$ cat src/rtl/uart_tx_fifo.sv
// UART transmitter with a small transmit FIFO, runtime parity and 1/2 stop bits.
// Bit timing is paced by the external s_tick strobe (OS_TICK strobes per bit).
//
// state  | meaning
// IDLE   | line high, pop the FIFO head when one is available
// START  | start bit (low) for OS_TICK ticks
// DATA   | DBIT data bits, LSB first
// PARITY | optional parity bit
// STOP   | line high for OS_TICK or 2*OS_TICK ticks
module uart_tx_fifo #(
  parameter int DBIT    = 8,
  parameter int OS_TICK = 16,
  parameter int ADDR_W  = 2
) (
  input  logic            clk,
  input  logic            reset,
  input  logic            s_tick,
  input  logic            wr_en,
  input  logic [DBIT-1:0] din,
  input  logic [1:0]      parity_mode,
  input  logic            stop2,
  output logic            full,
  output logic            empty,
  output logic            overrun,
  output logic            tx_busy,
  output logic            tx_done_tick,
  output logic            dout
);

  localparam int DEPTH = 2 ** ADDR_W;
  localparam int SW    = $clog2(2 * OS_TICK);
  localparam int NW    = $clog2(DBIT);
  localparam logic [SW-1:0] S_ONE  = SW'(OS_TICK - 1);
  localparam logic [SW-1:0] S_TWO  = SW'(2 * OS_TICK - 1);
  localparam logic [NW-1:0] N_LAST = NW'(DBIT - 1);

  typedef enum logic [2:0] {IDLE, START, DATA, PARITY, STOP} state_t;

  logic [DBIT-1:0]   mem [DEPTH];
  logic [ADDR_W-1:0] wr_ptr, rd_ptr;
  logic [ADDR_W:0]   count;
  logic              push, pop;

  state_t          state_q, state_d;
  logic [SW-1:0]   s_q, s_d, s_end;
  logic [NW-1:0]   n_q, n_d;
  logic [DBIT-1:0] b_q, b_d;
  logic            par_q, par_d;
  logic            par_en_q, par_en_d;
  logic            stop2_q, stop2_d;
  logic            dout_d;

  assign full  = (count == (ADDR_W+1)'(DEPTH));
  assign empty = (count == '0);
  assign push  = wr_en & ~full;

  always_ff @(posedge clk) begin
    if (push) mem[wr_ptr] <= din;
  end

  always_ff @(posedge clk or posedge reset) begin
    if (reset) begin
      wr_ptr  <= '0;
      rd_ptr  <= '0;
      count   <= '0;
      overrun <= 1'b0;
    end else begin
      overrun <= wr_en & full;
      if (push) wr_ptr <= wr_ptr + ADDR_W'(1);
      if (pop)  rd_ptr <= rd_ptr + ADDR_W'(1);
      case ({push, pop})
        2'b10:   count <= count + (ADDR_W+1)'(1);
        2'b01:   count <= count - (ADDR_W+1)'(1);
        default: count <= count;
      endcase
    end
  end

  always_ff @(posedge clk or posedge reset) begin
    if (reset) begin
      state_q  <= IDLE;
      s_q      <= '0;
      n_q      <= '0;
      b_q      <= '0;
      par_q    <= 1'b0;
      par_en_q <= 1'b0;
      stop2_q  <= 1'b0;
      dout     <= 1'b1;
      tx_busy  <= 1'b0;
    end else begin
      state_q  <= state_d;
      s_q      <= s_d;
      n_q      <= n_d;
      b_q      <= b_d;
      par_q    <= par_d;
      par_en_q <= par_en_d;
      stop2_q  <= stop2_d;
      dout     <= dout_d;
      tx_busy  <= (state_d != IDLE);
    end
  end

  assign s_end = stop2_q ? S_TWO : S_ONE;

  always_comb begin
    state_d      = state_q;
    s_d          = s_q;
    n_d          = n_q;
    b_d          = b_q;
    par_d        = par_q;
    par_en_d     = par_en_q;
    stop2_d      = stop2_q;
    pop          = 1'b0;
    tx_done_tick = 1'b0;
    case (state_q)
      IDLE: begin
        if (!empty) begin
          pop      = 1'b1;
          b_d      = mem[rd_ptr];
          // parity of the whole word is fixed at load; odd simply inverts it
          par_d    = (^mem[rd_ptr]) ^ (parity_mode == 2'b10);
          par_en_d = (parity_mode == 2'b01) || (parity_mode == 2'b10);
          stop2_d  = stop2;
          s_d      = '0;
          n_d      = '0;
          state_d  = START;
        end
      end
      START: begin
        if (s_tick) begin
          if (s_q == S_ONE) begin
            s_d     = '0;
            state_d = DATA;
          end else begin
            s_d = s_q + SW'(1);
          end
        end
      end
      DATA: begin
        if (s_tick) begin
          if (s_q == S_ONE) begin
            s_d = '0;
            b_d = b_q >> 1;
            if (n_q == N_LAST) state_d = par_en_q ? PARITY : STOP;
            else               n_d     = n_q + NW'(1);
          end else begin
            s_d = s_q + SW'(1);
          end
        end
      end
      PARITY: begin
        if (s_tick) begin
          if (s_q == S_ONE) begin
            s_d     = '0;
            state_d = STOP;
          end else begin
            s_d = s_q + SW'(1);
          end
        end
      end
      STOP: begin
        if (s_tick) begin
          if (s_q == s_end) begin
            s_d          = '0;
            tx_done_tick = 1'b1;
            state_d      = IDLE;
          end else begin
            s_d = s_q + SW'(1);
          end
        end
      end
      default: state_d = IDLE;
    endcase

    // line level is registered alongside the state it belongs to
    case (state_d)
      START:   dout_d = 1'b0;
      DATA:    dout_d = b_d[0];
      PARITY:  dout_d = par_d;
      default: dout_d = 1'b1;
    endcase
  end

endmodule
$ cat config.mk
export PLATFORM = sky130hd
export DESIGN_NAME = uart_tx_fifo
export DESIGN_NICKNAME = d
export VERILOG_FILES = /design/src/rtl/uart_tx_fifo.sv
export SDC_FILE = /design/constraint.sdc
export NUM_CORES = 1
export LEC_CHECK = 0
export CAP_MARGIN = 20
export CORE_MARGIN = 8
export CORE_UTILIZATION = 58
export DETAILED_ROUTE_END_ITERATION = 16
export MAX_ROUTING_LAYER = met4
export PLACE_DENSITY = 0.81
export SKIP_LAST_GASP = 1
export SYNTH_ARGS = -nofsm -noshare
export SYNTH_HDL_FRONTEND = slang
export SYNTH_SLANG_ARGS = --single-unit
export TNS_END_PERCENT = 1
$ cat constraint.sdc
create_clock -name clk -period 2.95 [get_ports clk]
set_clock_uncertainty 0.2 [all_clocks]
set_input_delay 0.7375 -clock clk [delete_from_list [all_inputs] [get_ports clk]]
set_output_delay 0.7375 -clock clk [all_outputs]
set_load 0.01 [all_outputs]
==> flow_metrics.py <==
metrics = {
    "sta": {
        "setup-tns-final_ns": 0,
        "finalWorstSetupSlack_ns": 0.132,
        "hold_viol": 0,
        "slew_viol_final": 0,
        "setup_viol_count_final": 0,
        "hold_slack_ns": 0.288,
        "fmax_ghz": 0.355,
        "relSlewSlack_pct": 65.9,
        "timing.final.crit_period_ns": 2.82,
        "worst_margin_slew_ns": 0.506,
        "unrepaired_setup_endpoints_after_global_routing": "no",
        "post-route-period-util_pct": 95.5,
    },
    "route": {
        "initialDrtViolationCount": 97,
        "wl_mm": 5.48,
        "avgViaCountPerCell": 5.64,
        "remaining_antenna_violation_count_after_routing": 0,
        "drcViolationCount": 0,
        "drt_pre_antenna_iters": 4,
        "post_drt_wl_per_cell_microns": 16.3,
        "via_count": 1890,
    },
    "power": {
        "power.leakage_uw": 0.00146,
        "switching_power_uw": 1170,
        "peakVddDrop_mv": 0.662,
        "power_frac_seq_pct": 41.5,
        "internal-power_uw": 2280,
        "power.density_nw_per_um2": 974,
        "clock_power_share_pct": 22.3,
        "switching_share_pct": 33.9,
        "power_frac_comb_pct": 36.3,
    },
    "grt": {
        "grt_first_pass_wirelength_mm": 9.20,
        "grt_pass1_vias": 1907,
        "antenna_violations_before_repair": 0,
        "grt_overflow": 0,
        "grt_max_degree": 33,
        "grt_util_all_layers_pct": 16.3,
    },
    "synth": {
        "flop_and_latch_count_out_of_synthesis": 64,
        "mappedNetlistNets": 251,
        "synth_warnings": 0,
        "post_synth_instance_area_sq_um": 2980,
        "netlist_instances": 225,
        "synth_cell_type_count": 49,
        "synth_top_flop_cell": "sky130_fd_sc_hd__edfxtp_1",
        "number_of_enable_flip_flop_cells_after_synthesis": 32,
        "ys_async_sr_fraction_pct": 50.0,
        "avgSynthCellArea_sq_um": 13.3,
        "synth_sequential_area_ratio_pct": 59.1,
    },
    "layout": {
        "final_area_sq_um": 3540,
        "antenna-diode-count": 0,
        "multi_input_area_sq_um": 1140,
        "mostFrequentLayoutCell": "sky130_fd_sc_hd__edfxtp_1",
        "most-common-layout-cells": "sky130_fd_sc_hd__edfxtp_1, sky130_fd_sc_hd__dfrtp_1, sky130_fd_sc_hd__nand2_1, sky130_fd_sc_hd__clkdlybuf4s50_1",
        "register_area_sq_um": 1760,
        "share_of_final_layout_standard_cells_stronger_than_drive_strength_1_pct": 17.0,
        "nets": 286,
        "final.fill_count": 357,
        "layout_area_growth_over_synthesis_pct": 18.5,
    },
    "floorplanning": {
        "die_area_sq_um": 7690,
        "chipWidth_microns": 87.7,
        "floorplan.initialDensity_pct": 59.2,
        "placement_rows": 26,
        "pin_count": 21,
        "core_area_sq_um": 5040,
        "die_height_microns": 87.7,
    },
    "cts": {
        "post_cts.resized_instances": 0,
        "htreeDepth": 3,
        "clkLatencyLatePin_ns": 0.34,
        "worst_setup_hold_path_clk_slew_ns": 0.07,
        "clock_sink_count": 64,
        "cts_tree": "built",
        "cts.path.max_buffers": 2,
        "cts_setup_buffers": 0,
        "clockRootBuffer": "sky130_fd_sc_hd__clkbuf_8",
        "cts_inserted_buffers": 9,
        "cts.hold.buffers_added": 0,
    },
    "placed_design": {
        "dpl_worst_slack_ns": 0.0392,
        "gp_congestion": 0.822,
        "placed_cell_area_sq_um": 3310,
        "dp.final_hpwl_mm": 3.77,
        "numPortBuffers": 20,
    },
    "setup_path": {
        "r2r-end": "par_q",
        "worst_setup_path_endpoint": "tx_done_tick",
        "slowest_stage": "sky130_fd_sc_hd__clkdlybuf4s50_1",
        "worst-setup-path-type": "input port to output pin",
        "ff2ff_path_depth": 5,
        "worst_ep_arrival_time_ns": 1.88,
        "worst_path_most_repeated_cell": "sky130_fd_sc_hd__clkdlybuf4s50_1",
        "timing.critical_path.from": "s_tick",
        "critPathMaxFanout": 2,
        "endpoint_kind": "output pin",
        "critical_path.max_stage_delay_ns": 0.53,
        "crit-reg2reg-launch": "rd_ptr[0]",
        "timing.critical_path.cells": "clkdlybuf4s50_1 > and3_1 > clkdlybuf4s50_1",
        "reg2reg_setup_slack_ns": 0.31,
        "start_kind": "input port",
        "worst_ep_required_time_ns": 2.01,
    },
    "status": {
        "status": "finished, final reports clean",
    },
    "flow_run": {
        "max_capacitance_violation_count": 0,
    },
    "worst_hold_path": {
        "hold-path-cell-count": 2,
        "min-delay-path-class": "register to register",
    },
}
-- flip-flops by register name (all words and copies together) (netlist names) --
name      cells
count         3
s_q           5
n_q           3
b_q           8
par_en_q      1
par_q         1
dout          1
overrun       1
mem          32
stop2_q       1
state_q       3
tx_busy       1
rd_ptr        2
wr_ptr        2
-- cell type report --
| class | count | share of cell area [%] |
|---|---|---|
| Clock inverter | 7 | 2.19 |
| Inverter | 16 | 1.70 |
| Sequential cell | 64 | 49.9 |
| Clock buffer | 9 | 3.50 |
| Multi-Input combinational cell | 138 | 32.2 |
| Timing Repair Buffer | 31 | 8.00 |
| Tap cell | 70 | 2.48 |
-- worst min path at each step --
stage	from	endpoint	slack, ns
floorplan	b_q[1]	b_q[1]	0.25
global placement	b_q[5]	b_q[5]	0.27
detailed placement	b_q[2]	b_q[2]	0.27
CTS	b_q[2]	b_q[2]	0.29
global route	b_q[2]	b_q[2]	0.33
finish	b_q[4]	b_q[4]	0.29
-- synth_stat cells (4+ instances only) --
master                     instances  area share [%]
sky130_fd_sc_hd__mux4_1            4             3.5
sky130_fd_sc_hd__o21ai_0          15             2.5
sky130_fd_sc_hd__nor3_1            4            0.67
sky130_fd_sc_hd__inv_1            15             1.9
sky130_fd_sc_hd__a22o_1            4             1.2
sky130_fd_sc_hd__nor2_1            9             1.1
sky130_fd_sc_hd__xnor2_1           8             2.3
sky130_fd_sc_hd__and3_1            6             1.3
sky130_fd_sc_hd__edfxtp_1         32              32
sky130_fd_sc_hd__dfrtp_1          31              26
sky130_fd_sc_hd__a22oi_1           6             1.5
sky130_fd_sc_hd__ha_1             10             4.2
sky130_fd_sc_hd__nand2_1          20             2.5
sky130_fd_sc_hd__mux4_2            4             3.0
sky130_fd_sc_hd__xor2_1            5             1.5
sky130_fd_sc_hd__nand2b_1          4            0.84
-- metal layers --
metal | GRT usage (%) | up-vias | wire, microns
li1 | - | 907 | -
met4 | 5.47 | 0 | 46
met1 | 19.2 | 933 | 2410
met2 | 26.3 | 43 | 2840
met3 | 4.69 | 7 | 184
met5 | - | - | 0
-- worst max-delay path, delay by kind of cell --
family        cells  cell delay [ns]
buf+inv           2             1.00
simple gates      1             0.14
-- through the flow --
step / total power [uW] / std cells / utilization [%]
finish: 3440 / 335 / 70.1
global route: 3660 / 335 / 70.1
global placement: 2620 / 319 / 65.7
detailed placement: 2670 / 319 / 65.7
floorplan: 2340 / 225 / -
CTS: 3450 / 335 / 69.7
-- cells by family after synthesis --
kind of cell / Yosys count / synth area share (%)
AND/OR/NAND/NOR: 57 / 9.35
multiplexers: 13 / 8.47
flip-flops: 64 / 59.1
adder cells (fa/ha/maj): 11 / 4.87
buffers and inverters: 23 / 3.36
AO/OA/AOI/OAI: 42 / 9.73
XOR/XNOR: 15 / 5.12
-- power groups by stage --
stage	clock [uW]	combinational [uW]	sequential, uW
3_5_place_dp	0	1240	1430
3_3_place_gp	0	1200	1420
5_1_grt	811	1380	1470
6_report	767	1250	1430
2_1_floorplan	0	991	1350
4_1_cts	779	1250	1420
No activity file was read; power rests on OpenSTA's default activity.
